### src/rtl/dsp_config_loader.sv
// Serial writer for the DSP slice configuration scan chain: host words in, one bit per clock out.
// Optional readback check of the whole chain via CRC-16-CCITT, enabled by defining CFG_READBACK_EN.
`timescale 1ns/1ps
module dsp_config_loader #(
  parameter int CHAIN_LEN = 64,
  parameter int WORD_W    = 8
) (
  input  logic              clk,
  input  logic              RST,
  input  logic              start,
  input  logic [WORD_W-1:0] s_data,
  input  logic              s_valid,
  output logic              s_ready,
  output logic              configuration_input,
  output logic              configuration_enable,
  input  logic              configuration_output,
  output logic              busy,
  output logic              done,
  output logic              error
);
  localparam int CW = $clog2(CHAIN_LEN + 1);
  localparam int BW = $clog2(WORD_W + 1);

  localparam logic [2:0] IDLE   = 3'd0;
  localparam logic [2:0] FETCH  = 3'd1;
  localparam logic [2:0] SHIFT  = 3'd2;
`ifdef CFG_READBACK_EN
  localparam logic [2:0] VERIFY = 3'd3;
`endif
  localparam logic [2:0] DONE   = 3'd4;

  logic [2:0]        state_q, state_d;
  logic [WORD_W-1:0] sreg_q, sreg_d;
  logic [CW-1:0]     remaining_q, remaining_d, rem_dec;
  logic [BW-1:0]     bitcnt_q, bitcnt_d;

`ifdef CFG_READBACK_EN
  logic [15:0] crc_ld_q, crc_ld_d;
  logic [15:0] crc_rb_q, crc_rb_d;
  logic        error_q, error_d;

  function automatic logic [15:0] crc_step(input logic [15:0] c, input logic b);
    logic fb;
    fb = c[15] ^ b;
    return {c[14:0], 1'b0} ^ (fb ? 16'h1021 : 16'h0000);
  endfunction
`endif

  always_comb begin
    state_d     = state_q;
    sreg_d      = sreg_q;
    remaining_d = remaining_q;
    bitcnt_d    = bitcnt_q;
    rem_dec     = remaining_q - CW'(1);
`ifdef CFG_READBACK_EN
    crc_ld_d    = crc_ld_q;
    crc_rb_d    = crc_rb_q;
    error_d     = error_q;
`endif
    case (state_q)
      IDLE: begin
        if (start) begin
          state_d     = FETCH;
          remaining_d = CW'(CHAIN_LEN);
`ifdef CFG_READBACK_EN
          error_d     = 1'b0;
          crc_ld_d    = 16'hFFFF;
          crc_rb_d    = 16'hFFFF;
`endif
        end
      end
      FETCH: begin
        if (s_valid) begin
          sreg_d   = s_data;
          // Last word may carry fewer useful bits than WORD_W.
          bitcnt_d = (int'(remaining_q) >= WORD_W) ? BW'(WORD_W) : BW'(remaining_q);
          state_d  = SHIFT;
        end
      end
      SHIFT: begin
        sreg_d      = sreg_q >> 1;
        remaining_d = rem_dec;
        bitcnt_d    = bitcnt_q - BW'(1);
`ifdef CFG_READBACK_EN
        crc_ld_d    = crc_step(crc_ld_q, sreg_q[0]);
`endif
        if (bitcnt_q == BW'(1)) begin
          if (rem_dec != '0) begin
            state_d = FETCH;
          end else begin
`ifdef CFG_READBACK_EN
            state_d     = VERIFY;
            remaining_d = CW'(CHAIN_LEN);
`else
            state_d     = DONE;
`endif
          end
        end
      end
`ifdef CFG_READBACK_EN
      VERIFY: begin
        // Recirculating a full chain length leaves its contents unchanged.
        crc_rb_d    = crc_step(crc_rb_q, configuration_output);
        remaining_d = rem_dec;
        if (remaining_q == CW'(1)) begin
          state_d = DONE;
          error_d = (crc_rb_d != crc_ld_q);
        end
      end
`endif
      DONE:    state_d = IDLE;
      default: state_d = IDLE;
    endcase
  end

  always_ff @(posedge clk or posedge RST) begin
    if (RST) begin
      state_q     <= IDLE;
      sreg_q      <= '0;
      remaining_q <= '0;
      bitcnt_q    <= '0;
`ifdef CFG_READBACK_EN
      crc_ld_q    <= '0;
      crc_rb_q    <= '0;
      error_q     <= 1'b0;
`endif
    end else begin
      state_q     <= state_d;
      sreg_q      <= sreg_d;
      remaining_q <= remaining_d;
      bitcnt_q    <= bitcnt_d;
`ifdef CFG_READBACK_EN
      crc_ld_q    <= crc_ld_d;
      crc_rb_q    <= crc_rb_d;
      error_q     <= error_d;
`endif
    end
  end

  assign s_ready = (state_q == FETCH);
  assign done    = (state_q == DONE);

`ifdef CFG_READBACK_EN
  assign busy                 = (state_q == FETCH) || (state_q == SHIFT) || (state_q == VERIFY);
  assign configuration_enable = (state_q == SHIFT) || (state_q == VERIFY);
  assign error                = error_q;

  always_comb begin
    configuration_input = 1'b0;
    if (state_q == SHIFT)       configuration_input = sreg_q[0];
    else if (state_q == VERIFY) configuration_input = configuration_output;
  end
`else
  logic cfg_out_unused;
  assign cfg_out_unused       = configuration_output;
  assign busy                 = (state_q == FETCH) || (state_q == SHIFT);
  assign configuration_enable = (state_q == SHIFT);
  assign configuration_input  = (state_q == SHIFT) ? sreg_q[0] : 1'b0;
  assign error                = 1'b0;
`endif

endmodule

### config.mk
export PLATFORM = sky130hd
export DESIGN_NAME = dsp_config_loader
export DESIGN_NICKNAME = d
export VERILOG_FILES = /design/src/rtl/dsp_config_loader.sv
export SDC_FILE = /design/constraint.sdc
export NUM_CORES = 1
export LEC_CHECK = 0
export ABC_CLOCK_PERIOD_IN_PS = 3300
export CAP_MARGIN = 15
export CORE_ASPECT_RATIO = 1.2
export CORE_UTILIZATION = 53
export CTS_CLUSTER_DIAMETER = 60
export CTS_CLUSTER_SIZE = 28
export DETAILED_ROUTE_END_ITERATION = 12
export GPL_TIMING_DRIVEN = 0
export PLACE_DENSITY = 0.78
export REMOVE_ABC_BUFFERS = 1
export SYNTH_ARGS = -nofsm -noshare
export SYNTH_HDL_FRONTEND = slang
export SYNTH_SLANG_ARGS = --single-unit
### constraint.sdc
create_clock -name clk -period 3.3 [get_ports clk]
set_clock_uncertainty 0.05 [all_clocks]
set_input_delay 0.495 -clock clk [delete_from_list [all_inputs] [get_ports clk]]
set_output_delay 0.495 -clock clk [all_outputs]
set_load 0.005 [all_outputs]
==> flow_summary.yaml <==
worst_setup_path:
  critPathMaxStageDelay_ns: 0.50
  cell_with_the_largest_stage_delay_on_the_worst_path: "sky130_fd_sc_hd__or3b_1"
  critical_path.cell_chain: "or3b_1, clkinvlp_4, or2_2, clkdlybuf4s50_1"
  timing.critical_path.required_ns: 2.75
  worstPathArrival_ns: 2.54
  worst-path-max-fanout: 15
  critical_path_class: "reg -> out"
  number_of_buffers_and_inverters_on_the_critical_path: 2
  reg2reg_setup_slack_ns: 1.15
  timing.critical_path.from_type: "flip-flop"
  crit_path_end_kind: "primary output"
  critical-path-top-delay-family: "simple AND/OR/NAND/NOR gates"
sta:
  post-route-period-util_pct: 93.41
  max-slew-margin-rel_pct: 45.26
  slew_violations: 0
  max_slew.worst_pin.slew_ns: 0.8203
  fin_crit_period_ns: 3.083
  final-hold-violation-count: 0
  achievable-frequency_ghz: 0.3244
  finalSetupViolations: 0
  rsz0062_at_grt: "false"
clock_network:
  path_clk_slew_ns: 0.13
  cts_max_path_buffers: 2
  tritoncts: "yes"
  cts_root_buffer: "sky130_fd_sc_hd__clkbuf_4"
  cts_sinks: 22
  cts_made_buffers: 3
  cts_hold_buf: 0
  htreeDepth: 1
  insertion_delay_ns: 0.31
  number_of_instances_resized_during_post_cts_repair: 0
  cts_setup_buffers: 0
layout:
  fill_cells: 197
  post_route_cells_drive_above_1_share_pct: 8.497
  areaGrowthSynthToFinish_pct: 18.64
  layout.cell_area.non_filler_sq_um: 1529
  final_nets: 171
  antenna-diode-count: 0
power:
  power_density_nw_per_um2: 875.3
  p_int_w: 0.0008099
  vdd_drop_max_mv: 0.5024
  power_frac_seq_pct: 38.5
  clkPwrFrac_pct: 15.5
  power.switching_fraction_pct: 39.49
  comb_power_share_pct: 46.0
  p_sw_w: 0.0005285
  total_power_w: 0.001338
  p_leak_nw: 0.6309
die:
  placementRows: 19
  floorplan.die.height_microns: 56.02
  core_region_area_sq_um: 2306
  fp.dieW_microns: 47.02
  io-pin-count: 19
  die_area_sq_um: 2634
  floorplan.initialDensity_pct: 55.89
place:
  numPortBuffers: 16
  gpl.final_weighted_congestion: 0.8936
  post_dp_cell_area_sq_um: 1468
  hpwl_microns: 1791
drt:
  dr.first_iter.drc_count: 24
  drt-pass1-iter-count: 4
  routedWlPerCell_microns: 14.03
  detail_route.vias_per_cell: 5.815
  antenna_left: 0
  drcViolationCount: 0
  vias: 1070
  routed_wl_microns: 2582
yosys:
  syn-instance-count: 139
  yosysSeqAreaShare_pct: 42.72
  mappedNetlistArea_sq_um: 1289
  dominantRegCellSynth: "sky130_fd_sc_hd__dfrtp_1"
  postSynthRegisterBits: 22
  yosys.cell_types.count: 42
  count_of_flip_flops_with_a_built_in_enable_after_synthesis: 0
  synthesis.area_per_instance_sq_um: 9.271
  yosys_warnings: 0
  async_reset_ff_share_pct: 100.0
grt:
  antenna_found_initial: 0
  gr-usage-all-layers_pct: 22.34
  gr-total-overflow: 0
  grt_pass1_wl_microns: 4264
  vias_in_the_first_global_route: 1020
  grt_max_degree: 30
job:
  drv_cap: 0
run_status:
  result_of_the_run: "finished, final reports clean"
min_path:
  min_delay_worst_type: "reg -> reg"
-- final cells by class --
type	instances	area [sq um]	share of cell area, %
well taps	31	38.79	2.537
flip-flops and latches	22	550.5	36.01
multi-input cells	99	669.4	43.78
repair buffers	17	171.4	11.21
clock buffers	3	22.52	1.473
repair inverters	1	5.005	0.3273
inverters	10	41.29	2.700
clock inverters	1	30.03	1.964
-- registers in the layout, summed over array words and instances, names as in the netlist --
| name | cells |
|---|---|
| state_q | 3 |
| sreg_q | 8 |
| remaining_q | 7 |
| bitcnt_q | 4 |
-- path summary, 6_finish.rpt --
path                                startpoint             end  depth (start not counted)
worst max-delay path                state_q[1]            busy                          4
worst min-delay path                 sreg_q[7]       sreg_q[6]                          2
worst max register to register  remaining_q[0]      state_q[2]                          6
worst min register to register       sreg_q[7]       sreg_q[6]                          2
max in group asynchronous                  RST  remaining_q[5]                          2
min in group asynchronous                  RST       sreg_q[3]                          2
-- Yosys cell counts (2+ instances only) --
cell type	instances	share of area, %
sky130_fd_sc_hd__a31oi_1	3	1.5
sky130_fd_sc_hd__nor3_1	2	0.78
sky130_fd_sc_hd__buf_2	4	1.6
sky130_fd_sc_hd__ha_1	4	3.9
sky130_fd_sc_hd__o21ba_2	2	1.6
sky130_fd_sc_hd__o22ai_1	3	1.5
sky130_fd_sc_hd__a21oi_1	5	1.9
sky130_fd_sc_hd__o21ai_0	17	6.6
sky130_fd_sc_hd__nor4_1	2	0.97
sky130_fd_sc_hd__nor2_1	10	2.9
sky130_fd_sc_hd__inv_1	10	2.9
sky130_fd_sc_hd__nor4bb_1	2	1.6
sky130_fd_sc_hd__dfrtp_1	22	43
sky130_fd_sc_hd__nand2_1	11	3.2
sky130_fd_sc_hd__o211ai_1	3	1.7
sky130_fd_sc_hd__buf_4	3	1.7
sky130_fd_sc_hd__nor3b_1	3	1.7
sky130_fd_sc_hd__mux2i_1	9	7.0
-- cell families (layout without fill, tap and decap cells) --
family / Yosys count / count (layout) / share of synthesized area, %
AOI/OAI and AO/OA: 42 / 42 / 20.68
buffers and inverters: 18 / 32 / 6.505
and+or+nand+nor: 42 / 42 / 18.25
adders and majority gates: 4 / 4 / 3.884
xor gates and xnor gates: 1 / 1 / 0.6797
other: 1 / 1 / 0.2910
muxes: 9 / 9 / 6.991
DFF: 22 / 22 / 42.72
-- routing by layer --
layer,track usage (%),wire [microns],vias up
met5,0,0,-
met4,10.61,44,0
met2,37.10,1371,26
met1,27.66,1094,515
li1,-,-,525
met3,2.273,72,4
-- metrics by stage --
step           std cells  TNS (ns)  utilization [%]  setup slack [ns]  hold slack (ns)
2_1_floorplan        131         0                -            0.5401           0.3992
3_3_place_gp         178    -6.471            62.51           -0.5842           0.4082
3_5_place_dp         179         0            63.65            0.3987           0.4293
4_1_cts              183         0            65.93           0.01838           0.4618
5_1_grt              184         0            66.30           0.05910           0.5019
6_report             184         0            66.30            0.2173           0.4563
-- worst register-to-register path, stage by stage, from the launching register on --
cell                       delay [ns]
sky130_fd_sc_hd__dfrtp_1         0.47
sky130_fd_sc_hd__inv_1           0.12
sky130_fd_sc_hd__ha_1            0.26
sky130_fd_sc_hd__or3b_4          0.42
sky130_fd_sc_hd__o31a_1          0.27
sky130_fd_sc_hd__a311oi_1        0.28
sky130_fd_sc_hd__nor3b_2         0.21
-- power by group through the flow --
stage	Combinational, W	Clock (W)	Sequential [W]
floorplan	0.000451	0	0.000479
global placement	0.000571	0	0.000506
detailed placement	0.000608	0	0.000519
CTS	0.000613	0.000211	0.000514
global route	0.000702	0.000220	0.000535
finish	0.000615	0.000207	0.000516
-- cells in the final DEF (no fill, tap or decap), types with 2 or more instances in the layout --
| cell | netlist | routed |
|---|---|---|
| sky130_fd_sc_hd__dfrtp_1 | 22 | 22 |
| sky130_fd_sc_hd__o21ai_0 | 17 | 17 |
| sky130_fd_sc_hd__clkdlybuf4s50_1 | 0 | 16 |
| sky130_fd_sc_hd__nand2_1 | 11 | 11 |
| sky130_fd_sc_hd__nor2_1 | 10 | 10 |
| sky130_fd_sc_hd__inv_1 | 10 | 9 |
| sky130_fd_sc_hd__mux2i_1 | 9 | 9 |
| sky130_fd_sc_hd__a21oi_1 | 5 | 5 |
| sky130_fd_sc_hd__ha_1 | 4 | 4 |
| sky130_fd_sc_hd__nor3b_1 | 3 | 3 |
| sky130_fd_sc_hd__o211ai_1 | 3 | 3 |
| sky130_fd_sc_hd__a31oi_1 | 3 | 3 |
| sky130_fd_sc_hd__o22ai_1 | 3 | 3 |
| sky130_fd_sc_hd__clkbuf_4 | 0 | 3 |
| sky130_fd_sc_hd__o21ba_2 | 2 | 2 |
| sky130_fd_sc_hd__nor4_1 | 2 | 2 |
| sky130_fd_sc_hd__nor3_1 | 2 | 2 |
No activity file was read; power rests on OpenSTA's default activity.
